`config.mk`:
```
export PLATFORM = sky130hd
export DESIGN_NAME = seq_div32
export DESIGN_NICKNAME = d
export VERILOG_FILES = /design/src/rtl/div_pkg.sv /design/src/rtl/div_step.sv /design/src/rtl/seq_div32.sv
export SDC_FILE = /design/constraint.sdc
export NUM_CORES = 1
export LEC_CHECK = 0
export CAP_MARGIN = 20
export CORE_ASPECT_RATIO = 0.5
export CORE_MARGIN = 5
export CORE_UTILIZATION = 45
export CTS_CLUSTER_DIAMETER = 60
export DETAILED_ROUTE_END_ITERATION = 7
export HOLD_SLACK_MARGIN = 0.03
export MAX_ROUTING_LAYER = met4
export PLACE_DENSITY = 0.71
export SLEW_MARGIN = 20
export SYNTH_ARGS = -nofsm -noshare
export SYNTH_HDL_FRONTEND = slang
export SYNTH_HIERARCHICAL = 1
export SYNTH_SLANG_ARGS = --single-unit
```
`constraint.sdc`:
```
create_clock -name clk -period 5.55 [get_ports clk]
set_input_delay 0.555 -clock clk [delete_from_list [all_inputs] [get_ports clk]]
set_output_delay 0.555 -clock clk [all_outputs]
set_load 0.05 [all_outputs]
```
`src/rtl/div_pkg.sv`:
```
// Shared widths and FSM state type for the seq_div32 restoring divider.
package div_pkg;
  localparam int DIVIDEND_W = 32;
  localparam int DIVISOR_W  = 16;
  localparam int CNT_W      = 6;
  localparam int ITER       = 32;

  typedef enum logic [1:0] {
    IDLE = 2'd0,
    RUN  = 2'd1,
    DONE = 2'd2
  } state_t;
endpackage

```
`src/rtl/div_step.sv`:
```
// One combinational restoring-division step: shift in a dividend bit, trial-subtract.
module div_step
  import div_pkg::*;
(
  input  logic [DIVISOR_W-1:0] pr,
  input  logic                 din,
  input  logic [DIVISOR_W-1:0] divisor,
  output logic [DIVISOR_W:0]   pr_nxt,
  output logic                 qbit
);
  logic [DIVISOR_W:0] t;
  logic [DIVISOR_W:0] dvs_ext;

  assign t       = {pr, din};
  assign dvs_ext = {1'b0, divisor};

  always_comb begin
    qbit   = (t >= dvs_ext);
    pr_nxt = qbit ? (t - dvs_ext) : t;
  end
endmodule

```
`src/rtl/seq_div32.sv`:
```
// Sequential 32/16 unsigned restoring divider, one quotient bit per clock.
// Optional macro DIV_ZERO_FAST_EN: a zero divisor skips RUN and finishes in one cycle.
module seq_div32
  import div_pkg::*;
(
  input  logic                  clk,
  input  logic                  rst,
  input  logic                  start,
  input  logic [DIVIDEND_W-1:0] dividend,
  input  logic [DIVISOR_W-1:0]  divisor,
  output logic                  busy,
  output logic                  done,
  output logic [DIVIDEND_W-1:0] quotient,
  output logic [DIVISOR_W-1:0]  remainder,
  output logic                  dz
);
  state_t                state;
  logic [CNT_W-1:0]      cnt;
  logic [DIVIDEND_W-1:0] dq;
  logic [DIVIDEND_W-1:0] qsr;
  logic [DIVISOR_W-1:0]  dvs;
  logic [DIVISOR_W:0]    pr;
  logic [DIVISOR_W:0]    pr_nxt;
  logic                  qbit;
  logic                  fast_zero;
  logic                  pr_msb_unused;

  // The restoring invariant keeps pr below the divisor, so its top bit is always clear.
  assign pr_msb_unused = pr[DIVISOR_W] ^ pr_nxt[DIVISOR_W];

`ifdef DIV_ZERO_FAST_EN
  assign fast_zero = (divisor == '0);
`else
  assign fast_zero = 1'b0;
`endif

  div_step u_step (
    .pr      (pr[DIVISOR_W-1:0]),
    .din     (dq[DIVIDEND_W-1]),
    .divisor (dvs),
    .pr_nxt  (pr_nxt),
    .qbit    (qbit)
  );

  always_ff @(posedge clk) begin
    if (rst) begin
      state     <= IDLE;
      busy      <= 1'b0;
      done      <= 1'b0;
      dz        <= 1'b0;
      quotient  <= '0;
      remainder <= '0;
      cnt       <= '0;
    end else begin
      case (state)
        IDLE, DONE: begin
          done <= 1'b0;
          if (start && fast_zero) begin
            state     <= DONE;
            done      <= 1'b1;
            quotient  <= '1;
            remainder <= dividend[DIVISOR_W-1:0];
            dz        <= 1'b1;
          end else if (start) begin
            dq    <= dividend;
            dvs   <= divisor;
            pr    <= '0;
            qsr   <= '0;
            cnt   <= '0;
            busy  <= 1'b1;
            state <= RUN;
          end else begin
            state <= IDLE;
          end
        end
        RUN: begin
          pr  <= pr_nxt;
          dq  <= {dq[DIVIDEND_W-2:0], 1'b0};
          qsr <= {qsr[DIVIDEND_W-2:0], qbit};
          cnt <= cnt + 1'b1;
          // Results land on the same edge that enters DONE.
          if (cnt == CNT_W'(ITER - 1)) begin
            state     <= DONE;
            busy      <= 1'b0;
            done      <= 1'b1;
            quotient  <= {qsr[DIVIDEND_W-2:0], qbit};
            remainder <= pr_nxt[DIVISOR_W-1:0];
            dz        <= (dvs == '0);
          end
        end
        default: begin
          state <= IDLE;
          busy  <= 1'b0;
          done  <= 1'b0;
        end
      endcase
    end
  end
endmodule

```
# Yosys cells after proc, flatten, opt, wreduce, memory -nomap -nowiden

Cells that the tools add are included.

Bits in registers: 154
Input bits: 51
Output and inout port bits: 51
Word-level logic and storage cells: 46

Add/subtract/negate cells: 2
Order comparisons: 1
Equal/unequal tests: 5
Muxes and demuxes: 15
Bitwise logic cells: 2
Reduce and logical (&&, ||, !) cells: 10

Operator list:

| kind                | count |
|---|---|
| $pmux 32 s2         | 1 |
| $pmux 31 s2         | 1 |
| $mux 16             | 2 |
| $mux 32             | 1 |
| $pmux 16 s2         | 1 |
| $mux 31             | 1 |
| $ge 17x16->1        | 1 |
| $logic_not 16->1    | 1 |
| $sub 16x16->16      | 1 |
| $pmux 6 s2          | 1 |
| $add 6x1->6 const B | 1 |
| $eq 6x5->1 const B  | 1 |
| $mux 6              | 1 |
| $reduce_and 2->1    | 3 |
| $reduce_and 3->1    | 2 |
| $ne 2x2->1 const B  | 2 |
| $pmux 2 s2          | 1 |
| $reduce_or 2->1     | 2 |
| $mux 1              | 3 |
| $eq 2x1->1 const B  | 1 |
| $eq 2x2->1 const B  | 1 |
| $logic_not 2->1     | 1 |
| $mux 2              | 1 |
| $not 1->1           | 2 |
| 2 further kinds     | 2 |

# Depth between registers and ports, before layout

Gate-level depths: netlist of run 1.

Word-level depth: 4
Depth in mapped cells: 11
Gate-level depth less buffers: 11

# Hierarchy

Netlist of run 1, hierarchy kept.

By module, submodules not included:

| module    | times used | cells an instance | area each (um^2) | sequential area each (um^2) |
|---|---|---|---|---|
| seq_div32 | 1          | 435               | 5662.9           | 4033.9 |
| div_step  | 1          | 137               | 1067.3           | 0.0 |

# Least setup slack after synthesis of run 1

No wires, ideal clock.

Path kind: input-to-reg
From: input start
To: register dq[0], enable pin
Setup time: 0.544 ns
Arrival time: 4.678 ns
Data required time: 5.006 ns
Path slack: 0.328 ns
Stages on the path: 3
Buffers on the path: 1
Cell sequence: nand2b_1 -> clkbuf_1 -> a21oi_1

Cells in the longest elaborated chain, start to end: 2

Ends and longest elaborated chain:

| item                       | RTL line        | RTL |
|---|---|---|
| start: declaration         | seq_div32.sv:8  | `input logic start,` |
| $ne 2x2->1 (no line)       | n/a             |  |
| $reduce_and 3->1 (no line) | n/a             |  |
| end signal: assignment     | seq_div32.sv:65 | `dq <= dividend;` |
| end signal: assignment     | seq_div32.sv:78 | `dq <= {dq[DIVIDEND_W-2:0], 1'b0};` |
| end: declaration           | seq_div32.sv:19 | `logic [DIVIDEND_W-1:0] dq;` |

Every way passes these cells.
A chain may end at the register's enable or synchronous reset.

# Worst setup path in the final report of run 1

From: register dvs[4]
To: register pr[6], data pin

Cells in the longest elaborated chain, start to end: 3
Elaborated cells between the ends (all ways): 4
Classes of those cells: add/sub: 1; order compare: 1; mux: 2

Ends and longest elaborated chain:

| item                                           | RTL line                       | RTL |
|---|---|---|
| start: declaration                             | seq_div32.sv:21                | `logic [DIVISOR_W-1:0] dvs;` |
| start signal: assignment                       | seq_div32.sv:66                | `dvs <= divisor;` |
| $sub 16x16->16 or $ge 17x16->1 (tied branches) | div_step.sv:19, div_step.sv:18 |  |
| $mux 16 *                                      | div_step.sv:19                 | `pr_nxt = qbit ? (t - dvs_ext) : t;` |
| via pr_nxt[6]                                  | seq_div32.sv:23                | `logic [DIVISOR_W:0] pr_nxt;` |
| $pmux 16 s2 *                                  | seq_div32.sv:55                | `case (state)` |
| end signal: assignment                         | seq_div32.sv:77                | `pr <= pr_nxt;` |
| end: declaration                               | seq_div32.sv:22                | `logic [DIVISOR_W:0] pr;` |

Mark *: on every way through the listed nets, which the timed path passes. The rest lies on a longest branch.

==> flow_metrics.py, run 1 <==
metrics = {
    "run_status": {
        "outcome": "finished, final reports clean",
    },
    "global_routing": {
        "grt_max_degree": 45,
        "grt_pass1_wl_mm": 23.23,
        "use_met2_pct": 28.21,
        "antenna_found_initial": 0,
        "grt_pass1_vias": 4693,
        "grt_overflow": 0,
        "grt_util_met1_pct": 21.54,
        "grt_busiest_layer": "met2",
        "grt_usage_pct": 17.22,
        "gr-usage-met3_pct": 4.077,
    },
    "sta": {
        "hold_viol_final": 0,
        "slew_violations": 0,
        "worstMarginPinSlew_ns": 0.9612,
        "period_share_pct": 55.03,
        "skew_ns": 0.007123,
        "fmax_mhz": 327.4,
        "min_period_ns": 3.054,
        "slew_headroom_pct": 35.72,
        "setup-violations-final": 0,
        "grt_setup_unrepaired": "false",
        "setup-tns-final_ns": 0,
    },
    "clocking": {
        "clkSinkCount": 154,
        "cts_buffers": 17,
        "cts_tree": "yes",
        "path_clk_slew_ns": 0.06,
        "ctsResizeCount": 0,
        "clockBufferDepth": 2,
        "cts_hold_buf": 0,
        "h-tree-depth": 4,
        "worstSkewPairLatency_ns": 0.41,
        "cts_root_buffer": "clkbuf_16",
        "cts_setup_buffers": 0,
    },
    "setup_path": {
        "crit_chain": "inv_1 -> ha_1 -> a21o_1 -> a31oi_1 -> o21ai_2 -> a21oi_4 -> o211ai_2 -> a21oi_4 -> mux2_2 -> and2_1",
        "crit_arrival_ns": 3.22,
        "r2r_end": "pr[6]",
        "cp.depth": 10,
        "crit_type": "reg2reg",
        "cp.required_ns": 5.72,
        "endpoint": "pr[6]",
        "r2r_start": "dvs[4]",
        "crit_path_end_kind": "register",
        "reg2reg_setup_slack_ns": 2.50,
        "cpPeakStageDelay_ns": 0.60,
        "start_kind": "register",
        "crit_fanout": 17,
        "crit_top_cell": "a21oi_4",
        "crit_slowest_cell": "a21oi_4",
        "path_buf_inv": 1,
        "worstSetupStartpoint": "dvs[4]",
        "ff2ff_path_depth": 10,
        "crit_family": "compound AO/OA/AOI/OAI gates",
    },
    "worst_hold_path": {
        "hp-class": "reg2reg",
        "whs_path_depth": 2,
    },
    "route": {
        "drt_iter0_markers": 271,
        "post-route-drc-count": 0,
        "wl_mm": 14.12,
        "dr.pass1.iters": 5,
        "ant_nets": 0,
        "wire_per_inst_um": 16.13,
        "vias": 4561,
        "viasPerCell": 5.213,
    },
    "placed_design": {
        "portBuffers": 101,
        "place_inst": 843,
        "placed_area_um2": 7815,
        "hpwl_mm": 9.351,
        "routabilityCongestion": 0.8809,
    },
    "pwr": {
        "p_int_mw": 2.119,
        "ir_worst_vdd_mv": 0.2246,
        "clkPwrFrac_pct": 42.5,
        "powerDensity_nw_per_um2": 329.3,
        "switching_share_pct": 23.56,
        "p_sw_uw": 653.0,
        "totalPowerFinal_mw": 2.772,
        "p_comb_share_pct": 10.5,
        "leakage_nw": 3.243,
        "seqPwrFrac_pct": 47.0,
    },
    "logic_synthesis": {
        "yosys_warnings": 6,
        "syn-cell-area_um2": 6691,
        "synth_cells": 566,
        "avgSynthCellArea_um2": 11.82,
        "syn_nets": 635,
    },
    "floorplanning": {
        "design.portCount": 102,
        "die_h_um": 96.23,
        "core_region_area_um2": 14510,
        "dieArea_um2": 17560,
        "num_rows": 31,
        "initial_utilization_pct": 46.13,
        "die_w_um": 182.5,
    },
    "layout": {
        "design_area_um2": 8418,
        "num_antenna_cells": 0,
        "drive_gt1_share_pct": 9.749,
        "fin_util_pct": 58.03,
        "finalNetCount": 733,
        "fill_cells": 1211,
        "area_growth_pct": 25.80,
        "final_cells": 875,
    },
    "flow_run": {
        "cap_violations": 0,
    },
}
## through the flow
stage / hold slack [ns] / setup slack [ns]
finish: 0.4741 / 2.496
global route: 0.4970 / 2.311
CTS: 0.4756 / 2.487
detailed placement: 0.4634 / 2.514
global placement: 0.4532 / 2.644
floorplan: 0.4519 / 0.3278
## worst min path at each step
| stage | endpoint | start | slack [ns] |
|---|---|---|---|
| after floorplan | quotient[10] | qsr[9] | 0.45 |
| after CTS | quotient[4] | quotient[4] | 0.48 |
| after detailed placement | quotient[23] | quotient[23] | 0.46 |
| final | quotient[4] | quotient[4] | 0.47 |
| after global routing | dz | dz | 0.50 |
| after global placement | done | done | 0.45 |
## power groups by stage
| stage | clock (mW) | combinational, mW | sequential [mW] |
|---|---|---|---|
| 6_report | 1.18 | 0.292 | 1.30 |
| 3_5_place_dp | 0 | 0.290 | 1.33 |
| 5_1_grt | 1.25 | 0.325 | 1.31 |
| 4_1_cts | 1.19 | 0.294 | 1.30 |
| 2_1_floorplan | 0 | 0.208 | 1.32 |
| 3_3_place_gp | 0 | 0.282 | 1.32 |
## tightest hold or removal path, delay by kind of cell (launching register included)
kind	cells	cell delay (ns)
AOI/OAI and AO/OA	2	0.12
DFF	1	0.30
## registers in the layout (all words and copies together), names as in the netlist
| signal | flops |
|---|---|
| dq | 32 |
| quotient | 32 |
| qsr | 31 |
| dvs | 16 |
| pr | 16 |
| remainder | 16 |
| cnt | 6 |
| state | 2 |
| busy | 1 |
| done | 1 |
| dz | 1 |
## layer usage
| layer | vias up | wire (µm) |
|---|---|---|
| met5 | - | 0 |
| met4 | 0 | 189 |
| met3 | 14 | 503 |
| met2 | 94 | 6771 |
| met1 | 2238 | 6650 |
| li1 | 2215 | - |
## cells in the final DEF (no fill, tap or decap), types with 4 or more instances in the layout
master and count:
a22o_1 42, clkbuf_16 18, dfxtp_1 59, a21o_1 4, mux2_4 6, edfxtp_1 95, inv_1 25, nand3_1 13
a21oi_4 4, and2_1 48, nor2_1 12, xor2_1 5, o21ai_0 11, clkdlybuf4s50_1 101, nand2_1 105, a21o_2 4
xnor2_1 8, mux2_2 8, o21a_1 5, buf_4 7, a21oi_1 22, ha_1 17
## cell type report
type	count	area, µm²	share of cell area (%)
multi-input combinational	358	2376	28.23
timing repair buffer	108	1064	12.63
inverter	25	93.84	1.115
sequential	154	4034	47.92
clock buffer	20	467.9	5.559
tap	198	247.7	2.943
clock inverter	12	135.1	1.605
(Power assumes the default switching activity.)
==> run 2, diff against run 1 <==
--- a/config.mk
+++ b/config.mk
@@ -13,7 +13,7 @@
 export DETAILED_ROUTE_END_ITERATION = 7
 export HOLD_SLACK_MARGIN = 0.03
 export MAX_ROUTING_LAYER = met4
-export PLACE_DENSITY = 0.71
+export PLACE_DENSITY = 0.68
 export SLEW_MARGIN = 20
 export SYNTH_ARGS = -nofsm -noshare
 export SYNTH_HDL_FRONTEND = slang
==> constraint.sdc (replaced) <==
create_clock -name clk -period 3.2 [get_ports clk]
set_input_delay 0.32 -clock clk [delete_from_list [all_inputs] [get_ports clk]]
set_output_delay 0.32 -clock clk [all_outputs]
set_load 0.05 [all_outputs]
==> flow_metrics.py, run 2 (same netlist as run 1, synthesis figures left out) <==
metrics = {
    "layout": {
        "reg_top3": "dq x32, quotient x32, qsr x31",
        "area_growth_pct": 26.63,
        "finalNetCount": 739,
        "drive_gt1_share_pct": 10.83,
        "layout_common_cells": "105 x nand2_1, 101 x clkdlybuf4s50_1, 95 x edfxtp_1",
        "fill_cells": 1243,
        "final_common_cell": "nand2_1",
        "num_antenna_cells": 0,
    },
    "setup_path": {
        "crit_chain": "ha_1 -> fa_1 -> nor2b_1 -> o2111ai_1 -> a31oi_1 -> o2bb2ai_1 -> a21oi_1 -> xnor2_1 -> mux2_4 -> and2_1",
        "cp.required_ns": 3.37,
        "crit_family": "compound AO/OA/AOI/OAI gates",
        "crit_type": "reg2reg",
        "path_buf_inv": 0,
        "crit_arrival_ns": 3.09,
        "crit_fanout": 4,
        "cpPeakStageDelay_ns": 0.46,
        "crit_path_end_kind": "register",
        "crit_slowest_cell": "a31oi_1",
        "start_kind": "register",
    },
    "clocking": {
        "cts_tree": "yes",
        "cts_buffers": 17,
        "path_clk_slew_ns": 0.06,
        "h-tree-depth": 4,
        "worstSkewPairLatency_ns": 0.42,
        "cts_hold_buf": 0,
        "ctsResizeCount": 0,
        "cts_setup_buffers": 0,
        "clockBufferDepth": 2,
        "clkSinkCount": 154,
        "cts_root_buffer": "clkbuf_16",
    },
    "route": {
        "ant_nets": 0,
        "viasPerCell": 5.098,
        "drt_iter0_markers": 223,
        "wire_per_inst_um": 15.69,
        "dr.pass1.iters": 4,
        "vias": 4491,
        "wl_mm": 13.82,
        "post-route-drc-count": 0,
    },
    "sta": {
        "period_share_pct": 91.23,
        "fmax_mhz": 342.5,
        "slew_headroom_pct": 53.74,
        "grt_setup_unrepaired": "false",
        "hold_viol_final": 0,
        "setup-violations-final": 0,
        "slew_violations": 0,
        "skew_ns": 0.008580,
        "worstMarginPinSlew_ns": 0.6917,
        "setup-tns-final_ns": 0,
        "min_period_ns": 2.919,
    },
    "placed_design": {
        "routabilityCongestion": 0.8674,
        "hpwl_mm": 9.329,
        "portBuffers": 101,
    },
    "global_routing": {
        "grt_pass1_wl_mm": 22.24,
        "grt_pass1_vias": 4471,
        "grt_max_degree": 69,
        "grt_usage_pct": 16.52,
        "antenna_found_initial": 0,
        "grt_overflow": 0,
    },
    "floorplanning": {
        "core_region_area_um2": 14510,
        "die_w_um": 182.5,
        "die_h_um": 96.23,
        "initial_utilization_pct": 46.13,
        "design.portCount": 102,
        "dieArea_um2": 17560,
        "num_rows": 31,
    },
    "pwr": {
        "ir_worst_vdd_mv": 0.2997,
        "leakage_nw": 3.287,
        "totalPowerFinal_mw": 4.799,
        "powerDensity_nw_per_um2": 566.4,
    },
    "run_status": {
        "outcome": "finished, final reports clean",
    },
    "flow_run": {
        "cap_violations": 0,
    },
    "worst_hold_path": {
        "hp-class": "in2reg",
    },
}
run 2: cell types whose count changed in the layout (fill, tap and decap cells not counted), sizes merged:
cell,change
bufinv,-1
clkinvlp,-3
buf,+6
inv,+5
clkbuf,-2
clkinv,+1
run 2: report_power, final:
group	total [mW]	switching, mW	leakage (nW)	internal (mW)
Combinational	0.515	0.275	1.60	0.240
Sequential	2.26	0.0392	1.39	2.22
Clock	2.03	0.872	0.299	1.16
Total	4.80	1.19	3.29	3.61
run 2: path summary, 6_finish.rpt:
check | startpoint | to | slack (ns) | depth (start not counted)
worst max-delay path | dvs[0] | pr[14] | 0.28 | 10
worst min-delay path | divisor[7] | dvs[7] | 0.46 | 1
worst max register to register | dvs[0] | pr[14] | 0.28 | 10
worst min register to register | done | done | 0.47 | 1
run 2: cell type report:
type                       instances  area (µm²)  share of cell area [%]
tap                              198       247.7                   2.924
multi-input combinational        358        2376                   28.04
inverter                          25       93.84                   1.108
timing repair buffer             114        1121                   13.23
sequential                       154        4034                   47.61
clock buffer                      18       450.4                   5.316
clock inverter                    14       150.1                   1.772
run 2: stage by stage:
stage / cells / hold slack, ns / worst slack (ns) / util [%] / instance area (µm²)
after global routing: 881 / 0.4404 / 0.1360 / 58.41 / 8473
final: 881 / 0.4610 / 0.2805 / 58.41 / 8473
after floorplan: 566 / 0.4189 / 0.5987 / - / 6703
after global placement: 849 / 0.4563 / 0.3675 / 54.27 / 7873
after CTS: 881 / 0.4454 / 0.2925 / 58.41 / 8473
after detailed placement: 849 / 0.4591 / 0.3663 / 54.27 / 7873
run 2: metal layers:
| metal | GRT usage (%) | vias up | part of all wire, % |
|---|---|---|---|
| li1 | - | 2236 | - |
| met1 | 21.07 | 2164 | 48 |
| met2 | 27.16 | 79 | 48 |
| met3 | 2.831 | 12 | 3.1 |
| met4 | 5.743 | 0 | 1.0 |
| met5 | - | - | 0 |
run 2: worst register-to-register path, cell delays in order (launching register included):
cell and delay [ns]:
edfxtp_1 0.39, ha_1 0.24, fa_1 0.41, nor2b_1 0.18, o2111ai_1 0.16, a31oi_1 0.46, o2bb2ai_1 0.18, a21oi_1 0.10
xnor2_1 0.15, mux2_4 0.29, and2_1 0.13
==> run 3, diff against run 2 <==
--- a/config.mk
+++ b/config.mk
@@ -5,7 +5,7 @@
 export SDC_FILE = /design/constraint.sdc
 export NUM_CORES = 1
 export LEC_CHECK = 0
-export CAP_MARGIN = 20
+export CAP_MARGIN = 25
 export CORE_ASPECT_RATIO = 0.5
 export CORE_MARGIN = 5
 export CORE_UTILIZATION = 45
@@ -14,7 +14,7 @@
 export HOLD_SLACK_MARGIN = 0.03
 export MAX_ROUTING_LAYER = met4
 export PLACE_DENSITY = 0.68
-export SLEW_MARGIN = 20
+export SLEW_MARGIN = 0
 export SYNTH_ARGS = -nofsm -noshare
 export SYNTH_HDL_FRONTEND = slang
 export SYNTH_HIERARCHICAL = 1
==> results of run 3 <==
No change in the layout: final DEF, timing and power equal those of run 2.
